`src/rtl/alu_rs.sv`:
```
// ALU reservation station: buffers issued ALU/branch instructions, snoops the
// ALU and LSB result buses to wake waiting operands, and dispatches at most one
// ready entry per cycle to the ALU through registered outputs.
module alu_rs #(
    parameter int unsigned RS_SIZE = 8,
    parameter int unsigned ROB_W   = 4
) (
    input  logic             clk,
    input  logic             rst,
    input  logic             rdy,
    input  logic             flush,
    input  logic             issue_valid,
    input  logic [ROB_W-1:0] issue_rob_id,
    input  logic [2:0]       issue_op,
    input  logic [6:0]       issue_instr_type,
    input  logic             issue_op_other,
    input  logic [31:0]      issue_vj,
    input  logic [31:0]      issue_vk,
    input  logic             issue_qj_wait,
    input  logic             issue_qk_wait,
    input  logic [ROB_W-1:0] issue_qj,
    input  logic [ROB_W-1:0] issue_qk,
    output logic             full,
    output logic             alu_valid,
    output logic [ROB_W-1:0] alu_rob_id,
    output logic [2:0]       alu_op,
    output logic [6:0]       alu_instr_type,
    output logic             alu_op_other,
    output logic [31:0]      alu_v1,
    output logic [31:0]      alu_v2,
    input  logic             alu_cdb_ready,
    input  logic [ROB_W-1:0] alu_cdb_rob_id,
    input  logic [31:0]      alu_cdb_result,
    input  logic             lsb_cdb_ready,
    input  logic [ROB_W-1:0] lsb_cdb_rob_id,
    input  logic [31:0]      lsb_cdb_result
);

    localparam int unsigned IDX_W = $clog2(RS_SIZE);

    // Entry storage
    logic [RS_SIZE-1:0] busy_q;
    logic [RS_SIZE-1:0] wj_q;
    logic [RS_SIZE-1:0] wk_q;
    logic [RS_SIZE-1:0] other_q;
    logic [ROB_W-1:0]   rob_q  [RS_SIZE];
    logic [2:0]         op_q   [RS_SIZE];
    logic [6:0]         type_q [RS_SIZE];
    logic [31:0]        vj_q   [RS_SIZE];
    logic [31:0]        vk_q   [RS_SIZE];
    logic [ROB_W-1:0]   qj_q   [RS_SIZE];
    logic [ROB_W-1:0]   qk_q   [RS_SIZE];

    // Registered dispatch port
    logic             alu_valid_q;
    logic [ROB_W-1:0] alu_rob_id_q;
    logic [2:0]       alu_op_q;
    logic [6:0]       alu_type_q;
    logic             alu_other_q;
    logic [31:0]      alu_v1_q;
    logic [31:0]      alu_v2_q;

    logic [IDX_W-1:0] free_idx;
    logic [IDX_W-1:0] sel_idx;
    logic             sel_found;
    logic             free_found;
    logic [31:0]      iss_vj_d;
    logic [31:0]      iss_vk_d;
    logic             iss_wj_d;
    logic             iss_wk_d;

    assign full           = &busy_q;
    assign alu_valid      = alu_valid_q;
    assign alu_rob_id     = alu_rob_id_q;
    assign alu_op         = alu_op_q;
    assign alu_instr_type = alu_type_q;
    assign alu_op_other   = alu_other_q;
    assign alu_v1         = alu_v1_q;
    assign alu_v2         = alu_v2_q;

    // Lowest free entry for issue and lowest ready entry for dispatch
    always_comb begin
        free_found = 1'b0;
        free_idx   = '0;
        sel_found  = 1'b0;
        sel_idx    = '0;
        for (int unsigned i = 0; i < RS_SIZE; i++) begin
            if (!busy_q[IDX_W'(i)] && !free_found) begin
                free_found = 1'b1;
                free_idx   = IDX_W'(i);
            end
            if (busy_q[IDX_W'(i)] && !wj_q[IDX_W'(i)] && !wk_q[IDX_W'(i)] && !sel_found) begin
                sel_found = 1'b1;
                sel_idx   = IDX_W'(i);
            end
        end
    end

    // Issue-time bypass: an operand whose producer broadcasts this cycle is captured directly
    always_comb begin
        iss_vj_d = issue_vj;
        iss_wj_d = issue_qj_wait;
        iss_vk_d = issue_vk;
        iss_wk_d = issue_qk_wait;
        if (issue_qj_wait) begin
            if (alu_cdb_ready && alu_cdb_rob_id == issue_qj) begin
                iss_vj_d = alu_cdb_result;
                iss_wj_d = 1'b0;
            end else if (lsb_cdb_ready && lsb_cdb_rob_id == issue_qj) begin
                iss_vj_d = lsb_cdb_result;
                iss_wj_d = 1'b0;
            end
        end
        if (issue_qk_wait) begin
            if (alu_cdb_ready && alu_cdb_rob_id == issue_qk) begin
                iss_vk_d = alu_cdb_result;
                iss_wk_d = 1'b0;
            end else if (lsb_cdb_ready && lsb_cdb_rob_id == issue_qk) begin
                iss_vk_d = lsb_cdb_result;
                iss_wk_d = 1'b0;
            end
        end
    end

    // Entry state update: wakeup, dispatch and issue touch distinct entries
    always_ff @(posedge clk) begin
        if (rst) begin
            busy_q       <= '0;
            wj_q         <= '0;
            wk_q         <= '0;
            alu_valid_q  <= 1'b0;
            alu_rob_id_q <= '0;
            alu_op_q     <= '0;
            alu_type_q   <= '0;
            alu_other_q  <= 1'b0;
            alu_v1_q     <= '0;
            alu_v2_q     <= '0;
        end else if (rdy) begin
            if (flush) begin
                busy_q      <= '0;
                alu_valid_q <= 1'b0;
            end else begin
                for (int unsigned i = 0; i < RS_SIZE; i++) begin
                    if (busy_q[IDX_W'(i)] && wj_q[IDX_W'(i)]) begin
                        if (alu_cdb_ready && alu_cdb_rob_id == qj_q[IDX_W'(i)]) begin
                            vj_q[IDX_W'(i)] <= alu_cdb_result;
                            wj_q[IDX_W'(i)] <= 1'b0;
                        end else if (lsb_cdb_ready && lsb_cdb_rob_id == qj_q[IDX_W'(i)]) begin
                            vj_q[IDX_W'(i)] <= lsb_cdb_result;
                            wj_q[IDX_W'(i)] <= 1'b0;
                        end
                    end
                    if (busy_q[IDX_W'(i)] && wk_q[IDX_W'(i)]) begin
                        if (alu_cdb_ready && alu_cdb_rob_id == qk_q[IDX_W'(i)]) begin
                            vk_q[IDX_W'(i)] <= alu_cdb_result;
                            wk_q[IDX_W'(i)] <= 1'b0;
                        end else if (lsb_cdb_ready && lsb_cdb_rob_id == qk_q[IDX_W'(i)]) begin
                            vk_q[IDX_W'(i)] <= lsb_cdb_result;
                            wk_q[IDX_W'(i)] <= 1'b0;
                        end
                    end
                end

                if (sel_found) begin
                    alu_valid_q       <= 1'b1;
                    alu_rob_id_q      <= rob_q[sel_idx];
                    alu_op_q          <= op_q[sel_idx];
                    alu_type_q        <= type_q[sel_idx];
                    alu_other_q       <= other_q[sel_idx];
                    alu_v1_q          <= vj_q[sel_idx];
                    alu_v2_q          <= vk_q[sel_idx];
                    busy_q[sel_idx]   <= 1'b0;
                end else begin
                    alu_valid_q <= 1'b0;
                end

                // free_found is false exactly when full, so a dropped issue changes nothing
                if (issue_valid && free_found) begin
                    busy_q[free_idx]  <= 1'b1;
                    rob_q[free_idx]   <= issue_rob_id;
                    op_q[free_idx]    <= issue_op;
                    type_q[free_idx]  <= issue_instr_type;
                    other_q[free_idx] <= issue_op_other;
                    vj_q[free_idx]    <= iss_vj_d;
                    vk_q[free_idx]    <= iss_vk_d;
                    wj_q[free_idx]    <= iss_wj_d;
                    wk_q[free_idx]    <= iss_wk_d;
                    qj_q[free_idx]    <= issue_qj;
                    qk_q[free_idx]    <= issue_qk;
                end
            end
        end
    end

endmodule

```
`config.mk`:
```
export PLATFORM = sky130hd
export DESIGN_NAME = alu_rs
export DESIGN_NICKNAME = d
export VERILOG_FILES = /design/src/rtl/alu_rs.sv
export SDC_FILE = /design/constraint.sdc
export NUM_CORES = 2
export LEC_CHECK = 0
export CAP_MARGIN = 5
export CORE_MARGIN = 5
export CORE_UTILIZATION = 45
export DETAILED_ROUTE_END_ITERATION = 7
export GPL_TIMING_DRIVEN = 0
export SYNTH_ARGS = -nofsm -noshare
export SYNTH_HDL_FRONTEND = slang
export SYNTH_SLANG_ARGS = --single-unit
```
`constraint.sdc`:
```
create_clock -name clk -period 5.8 [get_ports clk]
set_clock_uncertainty 0.1 [all_clocks]
set_input_delay 1.74 -clock clk [delete_from_list [all_inputs] [get_ports clk]]
set_output_delay 1.74 -clock clk [all_outputs]
set_load 0.05 [all_outputs]
```
# ---- Yosys cells after proc, flatten, opt, wreduce, memory -nomap -nowiden
# Memory sizes are Yosys's and may differ from the RTL's. A register that Yosys moved wholly into a read port is not among the register bits.
# Index checks and enable logic that the tools add are counted.
# Widths: inputs -> output; s select.
dict set report totals {
  ff_bits 34
  latchBits 0
  ram_bits 688
  mem_bits_ro 0
  output_inout_bits 81
  elab_cells 585
  n_memories 7
}
# memory depth word_bits read_ports rd_ports_with_merged_regs wr line
set mem_list {}
lappend mem_list {vj_q 8 32 1 1 9 49} ;# logic [31:0] vj_q [RS_SIZE];
lappend mem_list {vk_q 8 32 1 1 9 50} ;# logic [31:0] vk_q [RS_SIZE];
lappend mem_list {type_q 8 7 1 1 1 48} ;# logic [6:0] type_q [RS_SIZE];
lappend mem_list {qj_q 8 4 8 0 1 51} ;# logic [ROB_W-1:0] qj_q [RS_SIZE];
lappend mem_list {qk_q 8 4 8 0 1 52} ;# logic [ROB_W-1:0] qk_q [RS_SIZE];
lappend mem_list {rob_q 8 4 1 1 1 46} ;# logic [ROB_W-1:0] rob_q [RS_SIZE];
lappend mem_list {{1 more memories} - - - - - -}
dict set report classes {
  addsub 0
  multipliers 0
  div_mod_pow 0
  magnitude_cmp 4
  n_eq_ne 36
  shifts 0
  n_mux 386
  bitwise_logic 21
  reduce_logical 125
}
# operator n
set op_table {}
lappend op_table {{$mux 32} 22}
lappend op_table {{$mux 1} 338}
lappend op_table {{$eq 4x4->1} 36}
lappend op_table {{$logic_and 1x1->1} 85}
lappend op_table {{$mux 8} 8}
lappend op_table {{$logic_not 1->1} 36}
lappend op_table {{$mux 3} 12}
lappend op_table {{$bwmux 8} 3}
lappend op_table {{$or 1x1->1} 16}
lappend op_table {{$and 8x8->8} 1}
lappend op_table {{$lt 3x4->1 const B} 2}
lappend op_table {{$not 8->8} 1}
lappend op_table {{$or 8x8->8} 1}
lappend op_table {{$reduce_and 8->1} 1}
lappend op_table {{$demux 1 s3} 2}
lappend op_table {{$ge 3x1->1 const B} 2}
lappend op_table {{$reduce_and 4->1} 1}
lappend op_table {{$bmux 1 s3} 1}
lappend op_table {{$reduce_and 3->1} 1}
lappend op_table {{$not 1->1} 2}
lappend op_table {{$reduce_and 2->1} 1}

# ---- Depth between registers and ports, before layout
dict set report depth {
  ltp_word 38
  mapped_depth 11
  mapped_depth_nobuf 7
}

# ---- Least setup slack after synthesis
# Ideal clock, no wire load.
dict set report synth_path {
  kind {input -> register}
  start {input port lsb_cdb_rob_id[3]}
  end {memory vj_q[0][0], enable pin}
  setup_time_ns 0.432
  arrival_time_ns 4.497
  t_required_ns 5.268
  slack_ns 0.772
  cell_stages 7
  path_cell_list {buf_2 > buf_2 > o22ai_1 > nor4b_1 > nand2b_1 > nand3_1 > a21oi_1}
}
# element line
set synth_lines {}
lappend synth_lines {{start, declared} 35} ;# input logic [ROB_W-1:0] lsb_cdb_rob_id,
lappend synth_lines {{end, declared} 49}

==> out/qor.csv <==
metric,value,unit
Die Footprint,0.105,sq mm
setup violators final,55,
row count,115,
Post-Synth Simple-Gate Area,10.7,%
top_reg_cell synth,edfxtp_1,
vias per cell,6.61,
hold_buf cts,0,
Area growth syn-to-layout,16.3,%
CTS Sinks,800,
IO Count,249,
Initial Utilization,45.2,%
GRT Util Overall,37.8,%
relative slew slack,-4.30,%
post-synthesis sequential area ratio,51.9,%
FMAX,168,MHz
Routed Antenna Nets,0,
VDD IR-drop max,0.206,mV
largest family of logic cells by synthesized area,multiplexers,
Clock H-tree levels,3,
Mapped Avg Cell Area,10.7,sq um
max cap viols,1,
Post-Synth XOR/XNOR Area,2.79,%
Mapped Area,0.0443,sq mm
die height,324,microns
RSZ-0062 raised after global routing,yes,
Clock Path Buffers,3,
final WL,205000,microns
Die W,324,microns
most numerous cell in the Yosys netlist,edfxtp_1,
DR pass1 iterations,6,
Routed WL per cell,35.1,microns
Worst EP required,6.08,ns
Residual DRC,0,
DP Area,0.0484,sq mm
synth top area cells,"edfxtp_1, mux2i_1, mux2_2",
Hold Path Class,register to register,
"Warnings, synthesis",0,
share of cells above drive strength 1,11.7,%
status,"finished, violations left",
setup TNS,-4.49,ns
core area,0.0981,sq mm
Setup CP Type,input pin to register,
dpl hpwl,141000,microns
I/O Buffers,170,
cells after synthesis,4159,
"Arr. time, crit path",6.25,ns
crit path launch type,input pin,
P per Cell Area,261,mW/mm^2
initial antenna violation count,19,
Post-Synth Adder-Cell Area,0,%
PnR worst setup slack,-0.168,ns
syn_nets,4327,
Final Hold Violating Endpoints,0,
LEAKAGE,0.0206,uW
Compound-Gate Fraction of Synth Area,10.4,%
GPL Wtd Cong,0.981,
post-synth top area share,47.2,%
post-synth top area cell,edfxtp_1,
mux cell area share after synthesis,19.9,%
TritonCTS Buffers,91,
Post-synth ARST share,0,%
Post-synth EDFFs,696,
largest net degree at the start of global routing,32,
fin nets,4623,
clock period minus worst slack,5.97,ns
first-pass GRT wire length,277000,microns
grt total ovfl,0,
Slew Limit Fails,11,
Worst Path Max Fanout,10,
routed via count,38500,
number of global-route vias before repair,35800,
Slew @ Worst Pin,1.56,ns
dpl ws,-0.828,ns
Cell variety after synth,54,
Commonest cells post-synth,"edfxtp_1, nand2_1, mux2i_1",
Iteration-0 DRC Markers,6815,
design area,0.0516,sq mm
Tcrit/Tclk final,103,%
clock transition at the registers of the reported paths,0.06,ns
end-of-flow core utilization,52.5,%
CTS tree,done,
latest clock arrival within the worst-skew pair,0.69,ns
Setup crit end kind,register,
Yosys reg bits,800,
clock root buffer,clkbuf_16,
failing checks,"capacitance limit, slew limit, setup timing",
-- per-stage QoR --
stage	std cells	total power, uW	hold slack [ns]
finish	5830	13500	0.389
global route	5823	13700	0.404
CTS	5820	13400	0.393
detailed placement	5648	7470	0.381
global placement	5616	7450	0.379
floorplan	4159	7050	0.371
-- per-layer routing --
| layer | up-vias | GRT usage [%] | wire [microns] |
|---|---|---|---|
| met5 | - | 0.227 | 174 |
| met4 | 16 | 21.9 | 14800 |
| met3 | 721 | 12.0 | 28700 |
| met2 | 3110 | 55.6 | 85900 |
| met1 | 18900 | 49.1 | 75100 |
| li1 | 15800 | - | - |
-- layout by cell type, fill, tap and decap left out, types with 6 or more instances in the layout --
cell type and count:
buf_16 6, o2bb2ai_1 64, mux2_2 213, clkinv_1 6
nor3_1 151, a21oi_1 298, buf_2 89, xor2_1 106
mux2_1 13, nor4_1 47, a22oi_1 6, o22ai_1 65
nor2_1 136, nand3_1 47, nor2_4 14, buf_1 48
nor3b_1 6, buf_12 22, o21ai_0 257, edfxtp_1 696
bufinv_16 8, nand2b_1 6, clkbuf_1 315, diode_2 9
clkdlybuf4s50_1 170, clkinv_2 17, dfxtp_1 104, nor2b_1 36
nand2_1 635, xnor2_1 35, inv_1 15, o221ai_1 36
clkbuf_8 15, a211oi_1 32, a31oi_1 11, mux2i_1 627
clkbuf_16 93, buf_4 9
-- path summary, 6_finish.rpt --
check | start | to | cells past startpoint | slack (ns)
setup / recovery | rdy | vj_q[1][17] | 9 | -0.17
setup reg to reg | busy_q[5] | qk_q[6][0] | 10 | 0.81
hold reg to reg | alu_v1[4] | alu_v1[4] | 2 | 0.39
hold / removal | alu_v1[4] | alu_v1[4] | 2 | 0.39
-- power by group --
part / internal [uW] / switching [uW] / leakage, uW
Clock: 3500 / 2570 / 0.00150
Combinational: 367 / 720 / 0.0119
Sequential: 6280 / 15.6 / 0.00710
-- what timing repair did --
item | in CTS | in global routing
gates resized for setup | 1 | 5
endpoints found under the setup margin | 88 | 97
buffers inserted | 0 | 0
-- layout make-up --
class / instances / area (sq um)
Tap cell: 1287 / 1610
Clock inverter: 39 / 423
Inverter: 20 / 75.1
Clock buffer: 133 / 2630
Multi-Input combinational cell: 2895 / 19600
Fill cell: 8859 / 46600
Buffer: 444 / 1850
Sequential cell: 800 / 23000
Antenna cell: 9 / 22.5
Timing Repair Buffer: 203 / 2380
-- registers in the layout, indices dropped and copies added (netlist names), 8 cells and up --
| signal | count |
|---|---|
| vj_q | 256 |
| vk_q | 256 |
| type_q | 56 |
| alu_v1 | 32 |
| alu_v2 | 32 |
| qj_q | 32 |
| qk_q | 32 |
| rob_q | 32 |
| op_q | 24 |
| busy_q | 8 |
| other_q | 8 |
| wj_q | 8 |
| wk_q | 8 |
-- critical path: stages --
cell and delay, ns:
clkdlybuf4s50_1 0.59, nand2b_1 0.20, or2_2 0.31, clkbuf_1 0.22, nor3_1 0.23, clkbuf_1 0.90, clkbuf_1 0.96, clkbuf_1 0.90
a21oi_1 0.16
-- logic make-up (layout without fill, tap and decap cells) --
family,Yosys count,count (layout)
DFF,800,800
other,0,9
muxes,853,853
AOI/OAI and AO/OA,794,794
buffers and inverters,464,839
xor gates and xnor gates,141,141
and+or+nand+nor,1107,1107
Power figures use the tool's default switching activity.
